**src/rtl/fsm_q6_pkg.sv**
```systemverilog
// Shared definitions for the six-state one-hot A..F detector.
// State bit indices, state encodings and a one-hot legality helper.
package fsm_q6_pkg;

  localparam int NUM_STATES = 6;

  localparam int S_A = 1;
  localparam int S_B = 2;
  localparam int S_C = 3;
  localparam int S_D = 4;
  localparam int S_E = 5;
  localparam int S_F = 6;

  typedef enum logic [NUM_STATES-1:0] {
    ST_A = 6'b000001,
    ST_B = 6'b000010,
    ST_C = 6'b000100,
    ST_D = 6'b001000,
    ST_E = 6'b010000,
    ST_F = 6'b100000
  } state_e;

  function automatic logic onehot_ok(
    input logic [NUM_STATES-1:0] v
  );
    return ($countones(v) == 1);
  endfunction

endpackage

```
**src/rtl/fsm_q6_next_state.sv**
```systemverilog
// Combinational next-state stage of the A..F one-hot detector.
// Bit i-1 of y/y_n is state i (A=bit 0, F=bit 5).
module fsm_q6_next_state
  import fsm_q6_pkg::*;
(
  input  logic [5:0] y,
  input  logic       w,
  output logic [5:0] y_n
);

  logic a, b, c, d, e, f;

  assign a = y[S_A-1];
  assign b = y[S_B-1];
  assign c = y[S_C-1];
  assign d = y[S_D-1];
  assign e = y[S_E-1];
  assign f = y[S_F-1];

  // Per-bit next-state equations
  always_comb begin
    y_n          = '0;
    y_n[S_A-1]   = (a | d) & w;
    y_n[S_B-1]   = a & ~w;
    y_n[S_C-1]   = (b | f) & ~w;
    y_n[S_D-1]   = (b | c | e | f) & w;
    y_n[S_E-1]   = (c | e) & ~w;
    y_n[S_F-1]   = d & ~w;
  end

endmodule

```
**src/rtl/fsm_q6_onehot_core.sv**
```systemverilog
// Registered one-hot A..F detector with Moore z and saturating count.
// Define FSM_Q6_ONEHOT_CHECK_EN for illegal-vector detect and recovery.
module fsm_q6_onehot_core
  import fsm_q6_pkg::*;
#(
  parameter int CNT_W       = 8,
  parameter int RESET_STATE = 1
) (
  input  logic             clk,
  input  logic             aresetn,
  input  logic             w_valid,
  input  logic             w,
  input  logic             clr_cnt,
  output logic [5:0]       y,
  output logic             z,
  output logic [CNT_W-1:0] trans_cnt,
  output logic             onehot_err
);

  localparam logic [5:0] RST_VEC = 6'b000001 << (RESET_STATE - 1);

  logic [5:0]       y_q, y_d, y_nxt;
  logic [CNT_W-1:0] cnt_q, cnt_d;
  logic             bad;

  fsm_q6_next_state u_ns (
    .y   (y_q),
    .w   (w),
    .y_n (y_nxt)
  );

`ifdef FSM_Q6_ONEHOT_CHECK_EN
  logic err_q, err_d;

  assign bad = ~onehot_ok(y_q);
`else
  assign bad = 1'b0;
`endif

  // Next state, counter and sticky error; recovery overrides w_valid
  always_comb begin
    y_d   = y_q;
    cnt_d = cnt_q;
    if (w_valid && !bad) begin
      y_d = y_nxt;
      if (cnt_q != {CNT_W{1'b1}})
        cnt_d = cnt_q + 1'b1;
    end
    if (bad)
      y_d = RST_VEC;
    if (clr_cnt)
      cnt_d = '0;
  end

`ifdef FSM_Q6_ONEHOT_CHECK_EN
  // Error flag latches on any illegal vector until reset
  always_comb begin
    err_d = err_q | bad;
  end

  // Sticky error register
  always_ff @(posedge clk or negedge aresetn) begin
    if (!aresetn)
      err_q <= 1'b0;
    else
      err_q <= err_d;
  end

  assign onehot_err = err_q | bad;
`else
  assign onehot_err = 1'b0;
`endif

  // State and counter registers
  always_ff @(posedge clk or negedge aresetn) begin
    if (!aresetn) begin
      y_q   <= RST_VEC;
      cnt_q <= '0;
    end else begin
      y_q   <= y_d;
      cnt_q <= cnt_d;
    end
  end

  assign y         = y_q;
  assign z         = y_q[S_E-1] | y_q[S_F-1];
  assign trans_cnt = cnt_q;

endmodule

```
**config.mk**
```make
export PLATFORM = sky130hd
export DESIGN_NAME = fsm_q6_onehot_core
export DESIGN_NICKNAME = d
export VERILOG_FILES = /design/src/rtl/fsm_q6_pkg.sv /design/src/rtl/fsm_q6_next_state.sv /design/src/rtl/fsm_q6_onehot_core.sv
export SDC_FILE = /design/constraint.sdc
export NUM_CORES = 1
export LEC_CHECK = 0
export BUFFER_PORTS_ARGS = -buffer_cell sky130_fd_sc_hd__buf_2
export CORE_UTILIZATION = 52
export CTS_BUF_LIST = sky130_fd_sc_hd__clkbuf_16
export DETAILED_ROUTE_END_ITERATION = 6
export PLACE_DENSITY = 0.9
export SLEW_MARGIN = 20
export SYNTH_ARGS = -nofsm -noshare
export SYNTH_HDL_FRONTEND = slang
export SYNTH_SLANG_ARGS = --single-unit
```
**constraint.sdc**
```tcl
create_clock -name clk -period 2.1 [get_ports clk]
set_input_delay 0.42 -clock clk [delete_from_list [all_inputs] [get_ports clk]]
set_output_delay 0.42 -clock clk [all_outputs]
set_load 0.01 [all_outputs]
```
==> results.md, run 1 <==
* Xor/xnor share of the synthesized area at 0%
* Post-DP HPWL at 1170 um
* Routability cong. at 0.756
* GRT Total Usage at 24.5%
* Mux cell area share after synthesis at 5.55%
* Worst setup SP type: flip-flop
* Die X-Extent at 39.3 um
* Fin Hold WS at 0.0720 ns
* Critical Path RT at 2.22 ns
* Antenna-violating nets left at 0
* Netlist Area Pre-Place at 722 sq um
* First-pass detailed-route iteration total at 4
* Simple-gate share of the synthesized area at 21.5%
* Pleak at 0.458 nW
* Peak Freq at 656 MHz
* I/O pin total at 21
* Critical path type: reg -> reg
* Post-route clock period utilization at 72.6%
* # resized after CTS at 0
* Die Height at 39.3 um
* RSZ-0062 raised after global routing: no
* Peak VDD IR at 0.405 mV
* Drt wl/cell at 14.6 um
* Slew Limit Fails at 0
* CTS sink count at 14
* Rows at 13
* Drt first-iter violations at 21
* Number of global-route vias before repair at 571
* Largest net degree at the start of global routing at 15
* Post-Synth Adder-Cell Area at 1.73%
* GRT overflow at 0
* Critical path's slowest cell: dfrtp_1
* Mean Syn Cell Area at 9.89 sq um
* Core box area at 1300 sq um
* Status: complete, no violations
* Fraction of layout cells with a size suffix above 1 at 32.3%
* Synth Register Bits at 14
* Gate Count Post-Synth at 73
* Maxcap violations at 0
* Ys Warns at 0
* Via count at 630
* Antenna cells at 0
* Antenna violations before repair at 0
* Data arrival time of the worst path at 1.65 ns
* Final wirelength at 1580 um
* Main combinational cell family by area after synthesis: simple AND/OR/NAND/NOR gates
* Number of setup buffers added after CTS at 0
* CP Cell Sequence: ha_1, and3_4, a21boi_2, mux2_4
* H-tree depth at 1
* Top FF cell, synth: dfrtp_1
* Cts bufs inserted at 3
* Pwr dens at 878 nW/um^2
* Die area at 1540 sq um
* First-pass GRT wire length at 2440 um
* Avg Vias per Cell at 5.83
* Max FO, Critical Path at 5
* CP peak stage delay at 0.42 ns
* Number of synthesized flops with an enable pin at 0
* Met3 usage at 6.25%
* Tmin final at 1.52 ns
* Worst-skew pair later-pin latency at 0.24 ns
* Reg clk slew, reported paths at 0.05 ns
* Hold WC Path Type: in -> async
* Setup TNS at 0 ns
* Final hold vios at 0
* Final setup skew at 0.00107 ns
* M2 GR Usage at 41.7%
* Worst setup EP type: flip-flop
* Syn nets at 79
* Met1 usage at 27.9%
* Synth Area in Compound Gates at 17.2%
* Synth unique cells at 34
* Final Setup Violations at 0
* PortBufs at 19
* Clock Tree Root: clkbuf_16
* Clock buffer depth at 2
* CTS tree: built
* Post-route DRC violation count at 0
* Register area share after synthesis at 48.7%
* GRT busiest layer: met2
* Synthesis-to-finish area growth at 24.4%
* Hold_buf cts at 0
* Starting Density at 55.5%
* Final net count at 100
* Post-synth ARST share at 100%
## cell usage after synthesis (2+ instances only)
library cell  instances  area [sq um]
o21ai_1               2          10.0
nand3_1               3          15.0
nand2_1               6          22.5
o21ai_0               4          20.0
nor2_1                4          15.0
dfrtp_1              13           325
nor2b_1               2          12.5
mux2_4                2          30.0
nand4_1               3          18.8
inv_1                 5          18.8
a21oi_1               6          30.0
## flip-flops by register name, summed over array words and instances, names as in the netlist
| name | flops |
|---|---|
| y | 6 |
| trans_cnt | 8 |
## per-layer routing
| metal | up-vias | share of wire [%] |
|---|---|---|
| li1 | 298 | - |
| met1 | 301 | 43 |
| met2 | 29 | 50 |
| met3 | 2 | 6.7 |
| met4 | 0 | 0.51 |
| met5 | - | 0 |
## area by class of cell
class                           instances  area, sq um
Tap cell                               15         18.8
Clock buffer                            3         75.1
Clock inverter                          1         3.75
Fill cell                             114          403
Inverter                                5         18.8
Timing Repair Buffer                   19         95.1
Sequential cell                        14          352
Multi-Input combinational cell         51          335
## placed cells by master (no fill, tap or decap), types with 2 or more instances in the layout
cell,synthesis,layout
buf_2,1,19
clkbuf_16,0,3
nand3_1,3,3
inv_1,5,5
nor2b_1,2,2
nand2_1,6,6
o21ai_1,2,2
nor2_1,4,4
o21ai_0,4,4
a21oi_1,6,6
dfrtp_1,13,13
nand4_1,3,3
mux2_4,2,2
## through the flow
| step | cell area [sq um] | std cells | power, mW | util [%] | worst slack, ns |
|---|---|---|---|---|---|
| 6_report | 898 | 108 | 0.789 | 69.0 | 0.575 |
| 5_1_grt | 898 | 108 | 0.823 | 69.0 | 0.534 |
| 4_1_cts | 898 | 108 | 0.794 | 69.0 | 0.587 |
| 3_5_place_dp | 820 | 104 | 0.439 | 63.0 | 0.591 |
| 3_3_place_gp | 820 | 104 | 0.433 | 63.0 | 0.623 |
| 2_1_floorplan | 722 | 73 | 0.389 | - | 0.637 |
## path summary, 6_finish.rpt
path                                     startpoint                       end  slack, ns  cells past startpoint
hold / removal                              aresetn          y[1]$_DFFE_PN0P_       0.07                      1
setup / recovery           trans_cnt[0]$_DFFE_PN0P_  trans_cnt[0]$_DFFE_PN0P_       0.58                      4
max in group asynchronous                   aresetn          y[0]$_DFFE_PN1P_       1.74                      1
setup reg to reg           trans_cnt[0]$_DFFE_PN0P_  trans_cnt[0]$_DFFE_PN0P_       0.58                      4
min in group clk                                  w          y[4]$_DFFE_PN0P_       0.39                      2
hold reg to reg                    y[0]$_DFFE_PN1P_          y[0]$_DFFE_PN1P_       0.53                      2
## worst max-delay path, delay by kind of cell, from the launching register on
kind / cells / cell delay, ns
AOI/OAI and AO/OA: 1 / 0.19
adders and majority gates: 1 / 0.27
DFF: 1 / 0.42
muxes: 1 / 0.32
and+or+nand+nor: 1 / 0.21
## power breakdown
| part | switching (mW) | internal [mW] | leakage (nW) |
|---|---|---|---|
| combinational | 0.0610 | 0.0490 | 0.231 |
| clock | 0.103 | 0.251 | 0.0385 |
| sequential | 0.0253 | 0.299 | 0.188 |
| total | 0.189 | 0.599 | 0.458 |
## cell families after synthesis
kind of cell,count (synthesis)
AOI/OAI and AO/OA,19
adders and majority gates,1
buffers and inverters,8
DFF,14
muxes,3
other,1
and+or+nand+nor,27
(Power assumes the default switching activity.)
==> run 2, diff against run 1 <==
--- a/config.mk
+++ b/config.mk
@@ -6,10 +6,10 @@
 export NUM_CORES = 1
 export LEC_CHECK = 0
 export BUFFER_PORTS_ARGS = -buffer_cell sky130_fd_sc_hd__buf_2
-export CORE_UTILIZATION = 52
+export CORE_UTILIZATION = 44
 export CTS_BUF_LIST = sky130_fd_sc_hd__clkbuf_16
 export DETAILED_ROUTE_END_ITERATION = 6
-export PLACE_DENSITY = 0.9
+export PLACE_DENSITY = 0.82
 export SLEW_MARGIN = 20
 export SYNTH_ARGS = -nofsm -noshare
 export SYNTH_HDL_FRONTEND = slang
==> constraint.sdc (replaced) <==
create_clock -name clk -period 1.4 [get_ports clk]
set_input_delay 0.28 -clock clk [delete_from_list [all_inputs] [get_ports clk]]
set_output_delay 0.28 -clock clk [all_outputs]
set_load 0.01 [all_outputs]
==> run 2 against run 1 <==
Net effect:
- core utilization decreased by 4.8 points
- non-clock buffer count increased by 8
- global-route usage decreased by 4.5 points
- final cell count increased by 8.3%
- largest cell class unchanged
- largest power group unchanged
- highest routed layer unchanged
==> results.md, run 2 (synthesized netlist as in run 1, its figures left out) <==
* Sequential power share at 40.1% (-1.0 points)
* Status: complete, no violations
* Pwr dens at 1220 nW/um^2 (+39%)
* Clock Tree Root: clkbuf_16
* First-pass detailed-route iteration total at 4 (unchanged)
* Antenna violations before repair at 0 (unchanged)
* Commonest non-fill, non-tap cells in the layout: buf_2 (19), dfrtp_1 (13), buf_4 (7)
* Antenna cells at 0 (unchanged)
* CP delay by family, top: flip-flops
* Starting Density at 47.4% (-8.1 points)
* Clock buffer depth at 2 (unchanged)
* Slew Limit Fails at 0 (unchanged)
* Final std cells w/o fill at 117 (+8.3%)
* Setup TNS at 0 ns (unchanged)
* Critical Path RT at 1.12 ns (-1.10 ns)
* R2R depth at 4 (unchanged)
* Pint at 912 uW (+52%)
* CP Cell Sequence: or2_2, buf_2
* Data arrival time of the worst path at 1.07 ns (-0.58 ns)
* CP peak stage delay at 0.39 ns (-0.03 ns)
* I/O pin total at 21 (unchanged)
* Buf+Inv Stages, Crit Path at 1 (+1)
* Final Cell Area at 978 sq um (+8.9%)
* Hold Crit Start: w
* Worst-skew pair later-pin latency at 0.24 ns (about the same)
* Post-route clock period utilization at 96.6%
* Tmin final at 1.35 ns
* Commonest non-fill, non-tap cell in the layout: buf_2
* DP Cell Count at 112 (+7.7%)
* Clk pwr share at 44.6% (-0.3 points)
* Final wirelength at 1640 um (+4.2%)
* PortBufs at 19 (unchanged)
* H-tree depth at 1 (unchanged)
* Reg-to-reg startpoint: trans_cnt[0]$_DFFE_PN0P_
* Number of global-route vias before repair at 632 (+11%)
* Number of setup buffers added after CTS at 0 (unchanged)
* Fraction of layout cells with a size suffix above 1 at 38.6% (+6.4 points)
* Maxcap violations at 0 (unchanged)
* Final hold vios at 0 (unchanged)
* Drt wl/cell at 14.1 um (-3.8%)
* Sw frac at 23.8% (-0.17 points)
* Pleak at 0.501 nW (+9.5%)
* Psw at 285 uW (+51%)
* Peak VDD IR at 0.823 mV (+100%)
* Antenna-violating nets left at 0 (unchanged)
* GRT overflow at 0 (unchanged)
* Fillers at 129 (+13%)
* Worst Hold Endpoint: y[4]$_DFFE_PN0P_
* Post-DP HPWL at 1200 um (+2.8%)
* GRT Total Usage at 20.0% (-4.5 points)
* Post-route DRC violation count at 0 (unchanged)
* Via count at 654 (+3.8%)
* Die X-Extent at 42.5 um (+8.3%)
* Final Util at 64.2% (-4.8 points)
* Worst Hold Depth at 2
* Max FO, Critical Path at 4 (-1)
* RR Endpoint: trans_cnt[0]$_DFFE_PN0P_
* Final setup skew at 0.00527 ns (+0.00421 ns)
* Comb power frac at 15.3% (+1.4 points)
* Max reg flops at 8 (unchanged)
* Synthesis-to-finish area growth at 35.5%
* Avg Vias per Cell at 5.59 (-4.2%)
* CTS sink count at 14 (unchanged)
* First-pass GRT wire length at 2690 um (+10%)
* Worst setup EP type: primary output
* Drt first-iter violations at 22 (+4.8%)
* CTS tree: built
* Critical path's slowest cell: dfrtp_1
* Hold WC Path Type: in -> reg
* Final Setup Violations at 0 (unchanged)
* Largest net degree at the start of global routing at 15 (unchanged)
* Cts bufs inserted at 3 (unchanged)
* Crit. Startpoint: y[4]$_DFFE_PN0P_
* Total power at 1.20 mW (+52%)
* Area of the multi-input gates at 352 sq um (+4.9%)
* Worst setup SP type: flip-flop
* Routability cong. at 0.801 (+5.9%)
* Reg clk slew, reported paths at 0.05 ns (about the same)
* Critical path type: reg -> out
* Setup slack, reg-to-reg at 0.06 ns (-0.52 ns)
* Final net count at 108 (+8.0%)
* Register area at 352 sq um (unchanged)
* Post-Place Cell Area at 876 sq um (+6.9%)
* Core box area at 1520 sq um (+17%)
* Rows at 14 (+1)
* Peak Freq at 740 MHz
* Die area at 1810 sq um (+17%)
* Die Height at 42.5 um (+8.3%)
-- run 2: worst max-delay path by stage --
stage | to | cells past startpoint
after global placement | trans_cnt[0]$_DFFE_PN0P_ | 4
after global routing | trans_cnt[7]$_DFFE_PN0P_ | 4
after floorplan | trans_cnt[0]$_DFFE_PN0P_ | 4
final | z | 2
after detailed placement | trans_cnt[0]$_DFFE_PN0P_ | 4
after CTS | trans_cnt[0]$_DFFE_PN0P_ | 4
-- run 2: stage by stage --
step                      worst slack (ns)  hold WS, ns
final                               0.0480        0.234
after global routing               -0.0122        0.238
after CTS                           0.0223        0.229
after detailed placement           0.00777        0.194
after global placement              0.0632        0.193
after floorplan                    -0.0238      -0.0156
-- run 2: final cells by class --
type                            count  area share (%)
Timing Repair Buffer               27            16.1
Multi-Input combinational cell     51            35.9
Inverter                            5            1.92
Clock inverter                      1           0.384
Sequential cell                    14            35.9
Tap cell                           16            2.05
Clock buffer                        3            7.67
-- run 2: metal layers --
| metal | routed length, um | part of all wire [%] | global-route usage [%] | up-vias |
|---|---|---|---|---|
| li1 | - | - | - | 320 |
| met1 | 712 | 43 | 23.4 | 304 |
| met2 | 811 | 49 | 34.5 | 28 |
| met3 | 105 | 6.4 | 8.19 | 2 |
| met4 | 14 | 0.85 | 3.75 | 0 |
| met5 | 0 | 0 | 0 | - |
-- run 2: repair_timing --
item | 4_1_cts | 5_1_grt
endpoints found under the setup margin | 0 | 2
hold buffers | 1 | 0
endpoints found under the hold margin | 13 | 0
gates resized for setup | 0 | 2
-- run 2: power groups by stage --
stage | Combinational, mW | Sequential, mW | Clock (mW)
2_1_floorplan | 0.0799 | 0.504 | 0
3_3_place_gp | 0.175 | 0.484 | 0
3_5_place_dp | 0.181 | 0.489 | 0
4_1_cts | 0.183 | 0.482 | 0.552
5_1_grt | 0.207 | 0.486 | 0.567
6_report | 0.183 | 0.481 | 0.534
